===== src/rtl/jump_target_unit.sv =====
// jump_target_unit: registered J/JAL/JR/BR target and link generator behind a valid/ready output stage.
// Define JUMP_TARGET_RAS_EN to add a circular return-address stack that flags JR targets matching its top.
module jump_target_unit #(
  parameter int ADDR_W    = 32,
  parameter int IDX_W     = 26,
  parameter int ALIGN     = 2,
  parameter int IMM_W     = 16,
  parameter int RAS_DEPTH = 4
) (
  input  logic              clk,
  input  logic              rst_n,
  input  logic              in_valid,
  output logic              in_ready,
  input  logic [1:0]        in_kind,
  input  logic [ADDR_W-1:0] in_pc,
  input  logic [IDX_W-1:0]  in_idx,
  input  logic [IMM_W-1:0]  in_imm,
  input  logic [ADDR_W-1:0] in_rs,
  input  logic              in_taken,
  input  logic              flush,
  output logic              out_valid,
  input  logic              out_ready,
  output logic              out_redirect,
  output logic [ADDR_W-1:0] out_target,
  output logic [ADDR_W-1:0] out_link,
  output logic              out_link_we,
  output logic              out_misalign,
  output logic              out_ras_hit
);
  if (IDX_W + ALIGN > ADDR_W) begin : g_bad_idx
    $error("IDX_W + ALIGN exceeds ADDR_W");
  end
  if (RAS_DEPTH < 2 || (RAS_DEPTH & (RAS_DEPTH - 1)) != 0) begin : g_bad_ras
    $error("RAS_DEPTH must be a power of 2 and >= 2");
  end
  localparam logic [1:0] K_J = 2'b00, K_JAL = 2'b01, K_JR = 2'b10, K_BR = 2'b11;
  logic              fire, is_jr, is_jal, mis, redir_n, ras_hit_n;
  logic [ADDR_W-1:0] jmask, jtgt, boff, tgt_n, link_n;
  assign in_ready = (!out_valid || out_ready) && !flush;
  assign fire     = in_valid && in_ready;
  assign is_jr    = in_kind == K_JR;
  assign is_jal   = in_kind == K_JAL;
  // Masks rather than part-selects keep IDX_W+ALIGN==ADDR_W and ALIGN==0 legal.
  assign jmask  = {ADDR_W{1'b1}} << (IDX_W + ALIGN);
  assign jtgt   = (in_pc & jmask) | (ADDR_W'(in_idx) << ALIGN);
  assign boff   = ADDR_W'($signed(in_imm)) << ALIGN;
  assign mis    = is_jr && ((in_rs & ~({ADDR_W{1'b1}} << ALIGN)) != '0);
  assign link_n = in_pc + ADDR_W'(4);
  always_comb begin
    tgt_n   = is_jr ? in_rs : (in_kind == K_BR) ? (in_taken ? in_pc + boff : in_pc) : jtgt;
    redir_n = is_jr ? !mis : (in_kind == K_BR) ? in_taken : 1'b1;
  end
`ifdef JUMP_TARGET_RAS_EN
  localparam int PW = $clog2(RAS_DEPTH);
  logic [PW-1:0]     ptr;
  logic [PW:0]       cnt;
  logic [ADDR_W-1:0] ras [RAS_DEPTH];
  logic [ADDR_W-1:0] top;
  assign top       = ras[ptr - 1'b1];
  assign ras_hit_n = is_jr && cnt != '0 && in_rs == top;
  // Pushing when full lands on the oldest slot, so the ring overwrites it naturally.
  always_ff @(posedge clk or negedge rst_n) begin
    if (!rst_n) begin
      ptr <= '0;
      cnt <= '0;
    end else if (fire && is_jal) begin
      ptr <= ptr + 1'b1;
      cnt <= (cnt == (PW + 1)'(RAS_DEPTH)) ? cnt : cnt + 1'b1;
    end else if (fire && is_jr && cnt != '0) begin
      ptr <= ptr - 1'b1;
      cnt <= cnt - 1'b1;
    end
  end
  always_ff @(posedge clk) begin
    if (fire && is_jal) ras[ptr] <= link_n;
  end
`else
  assign ras_hit_n = 1'b0;
`endif
  always_ff @(posedge clk or negedge rst_n) begin
    if (!rst_n) begin
      out_valid    <= 1'b0;
      out_redirect <= 1'b0;
      out_target   <= '0;
      out_link     <= '0;
      out_link_we  <= 1'b0;
      out_misalign <= 1'b0;
      out_ras_hit  <= 1'b0;
    end else if (flush) begin
      out_valid <= 1'b0;
    end else if (fire) begin
      out_valid    <= 1'b1;
      out_redirect <= redir_n;
      out_target   <= tgt_n;
      out_link     <= link_n;
      out_link_we  <= is_jal;
      out_misalign <= mis;
      out_ras_hit  <= ras_hit_n;
    end else if (out_ready) begin
      out_valid <= 1'b0;
    end
  end
endmodule

===== config.mk =====
export PLATFORM = sky130hd
export DESIGN_NAME = jump_target_unit
export DESIGN_NICKNAME = d
export VERILOG_FILES = /design/src/rtl/jump_target_unit.sv
export SDC_FILE = /design/constraint.sdc
export NUM_CORES = 1
export LEC_CHECK = 0
export BUFFER_PORTS_ARGS = -buffer_cell sky130_fd_sc_hd__buf_2
export CAP_MARGIN = 20
export CELL_PAD_IN_SITES_DETAIL_PLACEMENT = 1
export CELL_PAD_IN_SITES_GLOBAL_PLACEMENT = 2
export CORE_ASPECT_RATIO = 0.5
export CORE_MARGIN = 3
export CORE_UTILIZATION = 31
export DETAILED_ROUTE_END_ITERATION = 10
export PLACE_DENSITY = 0.92
export SYNTH_ARGS = -nofsm -noshare
export SYNTH_HDL_FRONTEND = slang
export SYNTH_SLANG_ARGS = --single-unit

===== constraint.sdc =====
create_clock -name clk -period 4.2 [get_ports clk]
set_input_delay 0.42 -clock clk [delete_from_list [all_inputs] [get_ports clk]]
set_output_delay 0.42 -clock clk [all_outputs]
set_load 0.01 [all_outputs]

==> qor.yml <==
clocking:
  cts_buffers: 9
  cts_tree: "done"
  cts_setup_buffers: 0
  clock_sinks: 68
  root_buffer: "sky130_fd_sc_hd__clkbuf_16"
  buffer_depth_of_the_longest_clock_path: 2
  clkTransAtPathRegs_ns: 0.06
  clk_latency_ns: 0.33
  cts_hold_buf: 0
  cts_resized: 0
  total_number_of_h_tree_levels: 3
synthesis:
  syn-mean-instance-area_um2: 8.16
  yosysSeqAreaShare: 0.313
  postSynthRegisterBits: 68
  synth_enable_flop_cells: 0
  syn_inst: 666
  ys.warnings.count: 0
  synthesis.area_um2: 5430
  yosys.cell_types.count: 63
  syn_nets: 811
  postSynth.asyncResetShare: 1.00
  flip_flop_cell_with_the_highest_count_after_synthesis: "sky130_fd_sc_hd__dfrtp_1"
pwr:
  max-vdd-ir-drop_uv: 198
  sequentialPowerShare: 0.347
  pwr_per_cell_area_nw_per_um2: 344
  total_switching_power_mw: 0.834
  combinationalPowerShare: 0.330
  clockPowerShare: 0.323
  power.share.switching: 0.356
  power.internal_mw: 1.51
  leakage_nw: 3.20
flow_run:
  max-cap-violations: 0
setup_path:
  arrival_ns: 3.10
  critical_path_required_ns: 4.41
  crit_path_capture_type: "flop"
  worstPathMaxFanout: 16
  worst_setup_path_start_kind: "input port"
  critPathKind: "input port to flop"
sta:
  timing.setup.tns_ns: 0
  timing_hold_violations_final: 0
  fmax_mhz: 346
  post-route-period-util: 0.688
  hold_slack_ns: 0.233
  post-route-min-period_ns: 2.89
  clock_skew_ns: 0.00358
  slew_headroom: 0.380
  finalSetupViolations: 0
  worst_slew_pin_slew_ns: 0.930
  finalMaxSlewViolations: 0
  grt_setup_unrepaired: "false"
detailed_routing:
  route.detailed.vias_per_inst: 5.21
  drt-initial-drc-count: 176
  drcViolationCount: 0
  final_ant_viol_nets: 0
  drt_pre_antenna_iters: 4
  dr_total_vias: 5533
  detailed_route_wire_length_mm: 19.9
  average_detailed_routed_wire_length_per_instance_um: 18.8
grt:
  maximum_number_of_pins_on_one_net_before_global_route_repair: 115
  grt_antenna_before_repair: 1
  grt_pass1_vias: 5865
  gr_overflow_total: 0
  grt_first_pass_wirelength_mm: 31.9
  grtUsageTotal: 0.204
final_layout:
  multi_input_comb_area_um2: 3510
  fillers: 2131
  layout-drive-gt1-share: 0.270
  regArea_um2: 1700
  final_nets: 976
  synthToLayoutAreaGrowth_pct: 25.1
  num_antenna_cells: 0
floorplanning:
  io_pins: 184
  placeableCoreArea_um2: 16800
  die_area_um2: 19300
  floorplan.die.width_um: 193
  die_height_um: 99.6
  floorplan.rows: 33
  floorplan.initialDensity: 0.324
place:
  post-dp-hpwl_mm: 15.2
  port_buffers: 182
  gp_congestion: 0.865
status:
  run_status: "complete, no violations"
hold_path:
  hold_path_class: "input port to async pin"
## layer usage
layer | global-route usage | vias to the layer above | share of wire
met5 | 0 | - | 0.00035
met1 | 0.272 | 2705 | 0.48
met3 | 0.0349 | 16 | 0.030
met2 | 0.346 | 98 | 0.48
li1 | - | 2712 | -
met4 | 0.0550 | 2 | 0.011
## cell usage in the layout (no fill, tap or decap), types with 3 or more instances in the layout
cell / instances
sky130_fd_sc_hd__a21o_1: 9
sky130_fd_sc_hd__nand2b_1: 5
sky130_fd_sc_hd__nor3_1: 7
sky130_fd_sc_hd__buf_4: 5
sky130_fd_sc_hd__nand4_1: 10
sky130_fd_sc_hd__nor3b_1: 7
sky130_fd_sc_hd__o221ai_1: 4
sky130_fd_sc_hd__inv_1: 11
sky130_fd_sc_hd__mux2i_1: 23
sky130_fd_sc_hd__nor2_1: 50
sky130_fd_sc_hd__a31oi_1: 10
sky130_fd_sc_hd__a21oi_1: 56
sky130_fd_sc_hd__a211oi_1: 3
sky130_fd_sc_hd__nand2_1: 111
sky130_fd_sc_hd__dfrtp_1: 68
sky130_fd_sc_hd__o21bai_1: 3
sky130_fd_sc_hd__clkinvlp_4: 3
sky130_fd_sc_hd__o22ai_1: 3
sky130_fd_sc_hd__o21ai_2: 3
sky130_fd_sc_hd__buf_2: 181
sky130_fd_sc_hd__o21ai_0: 70
sky130_fd_sc_hd__xor2_1: 26
sky130_fd_sc_hd__or3_1: 4
sky130_fd_sc_hd__and2_1: 8
sky130_fd_sc_hd__xnor2_1: 26
sky130_fd_sc_hd__nor2b_1: 6
sky130_fd_sc_hd__o211ai_1: 6
sky130_fd_sc_hd__ha_1: 30
sky130_fd_sc_hd__clkbuf_16: 9
sky130_fd_sc_hd__o21ai_1: 3
sky130_fd_sc_hd__a211o_1: 3
sky130_fd_sc_hd__nand3_1: 18
sky130_fd_sc_hd__and3_1: 9
sky130_fd_sc_hd__and4_1: 4
## kinds of logic (layout without fill, tap and decap cells)
group,Yosys count,count (layout),synth area share
other cells,1,1,0.000690
mux,25,25,0.0465
compound gates,200,200,0.235
buf+inv,44,214,0.0419
flops,68,68,0.313
xor+xnor,52,52,0.0838
fa+ha+maj,31,31,0.0728
simple gates,245,245,0.206
## cells in the mapped netlist, types with 4 or more instances
cell | instances | area, µm²
sky130_fd_sc_hd__xnor2_1 | 26 | 228
sky130_fd_sc_hd__nand2b_1 | 5 | 31.3
sky130_fd_sc_hd__and2_1 | 8 | 50.1
sky130_fd_sc_hd__nand2_1 | 112 | 420
sky130_fd_sc_hd__xor2_1 | 26 | 228
sky130_fd_sc_hd__nor3b_1 | 7 | 52.6
sky130_fd_sc_hd__o221ai_1 | 4 | 35.0
sky130_fd_sc_hd__and4_1 | 4 | 35.0
sky130_fd_sc_hd__mux2i_1 | 23 | 230
sky130_fd_sc_hd__nor2b_1 | 6 | 37.5
sky130_fd_sc_hd__ha_1 | 30 | 375
sky130_fd_sc_hd__a31oi_1 | 10 | 62.6
sky130_fd_sc_hd__nor2_1 | 50 | 188
sky130_fd_sc_hd__o211ai_1 | 6 | 45.0
sky130_fd_sc_hd__o21ai_0 | 70 | 350
sky130_fd_sc_hd__clkbuf_1 | 23 | 86.3
sky130_fd_sc_hd__nand4_1 | 10 | 62.6
sky130_fd_sc_hd__nand3_1 | 18 | 90.1
sky130_fd_sc_hd__dfrtp_1 | 68 | 1700
sky130_fd_sc_hd__or3_1 | 4 | 25.0
sky130_fd_sc_hd__inv_1 | 11 | 41.3
sky130_fd_sc_hd__and3_1 | 9 | 56.3
sky130_fd_sc_hd__a21o_1 | 9 | 67.6
sky130_fd_sc_hd__nor3_1 | 7 | 35.0
sky130_fd_sc_hd__a21oi_1 | 56 | 280
## registers in the layout (all words and copies together), names as in the netlist
| signal | cells |
|---|---|
| out_link_we | 1 |
| out_link | 32 |
| out_valid | 1 |
| out_target | 32 |
| out_misalign | 1 |
| out_redirect | 1 |
## power by group through the flow
stage / sequential (mW) / clock [mW] / combinational (mW)
floorplan: 0.874 / 0 / 0.404
global placement: 0.823 / 0 / 0.753
detailed placement: 0.826 / 0 / 0.771
CTS: 0.816 / 0.775 / 0.776
global route: 0.830 / 0.804 / 0.857
finish: 0.814 / 0.756 / 0.772
## critical path, stage by stage
cell and delay, ns:
sky130_fd_sc_hd__buf_2 0.31, sky130_fd_sc_hd__ha_1 0.38, sky130_fd_sc_hd__a21oi_1 0.31, sky130_fd_sc_hd__o221ai_1 0.19
sky130_fd_sc_hd__a31oi_1 0.28, sky130_fd_sc_hd__o21ai_0 0.14, sky130_fd_sc_hd__or3_1 0.32, sky130_fd_sc_hd__o22ai_1 0.18
sky130_fd_sc_hd__mux2i_1 0.25, sky130_fd_sc_hd__mux2i_1 0.22, sky130_fd_sc_hd__nand3_1 0.10
## metrics by stage
step	power [mW]	util	setup slack (ns)	cells	area, µm²
final	2.34	0.406	1.31	1063	6800
after global placement	1.58	0.387	1.04	1046	6480
after detailed placement	1.60	0.387	0.978	1046	6480
after floorplan	1.28	-	1.47	666	5430
after CTS	2.37	0.404	1.33	1062	6770
after global routing	2.49	0.406	1.13	1063	6800
## layout make-up
| class | instances | share of cell area |
|---|---|---|
| Multi-Input combinational cell | 554 | 0.517 |
| Sequential cell | 68 | 0.250 |
| Timing Repair Buffer | 187 | 0.143 |
| Tap cell | 227 | 0.0418 |
| Clock buffer | 11 | 0.0372 |
| Inverter | 11 | 0.00607 |
| Clock inverter | 5 | 0.00534 |
## path summary, 6_finish.rpt
check / endpoint / cells after the start / slack (ns) / from
max: out_target[31]$_DFFE_PN0P_ / 11 / 1.31 / in_imm[15]
min in group clk: out_valid$_DFFE_PN0P_ / 2 / 0.25 / flush
min: out_link[23]$_DFFE_PN0P_ / 1 / 0.23 / rst_n
min reg2reg: out_target[0]$_DFFE_PN0P_ / 2 / 0.47 / out_target[0]$_DFFE_PN0P_
max reg2reg: out_target[13]$_DFFE_PN0P_ / 6 / 2.04 / out_valid$_DFFE_PN0P_
max in group asynchronous: out_target[27]$_DFFE_PN0P_ / 1 / 3.37 / rst_n
Note: power is estimated with default switching activity, not from simulation.
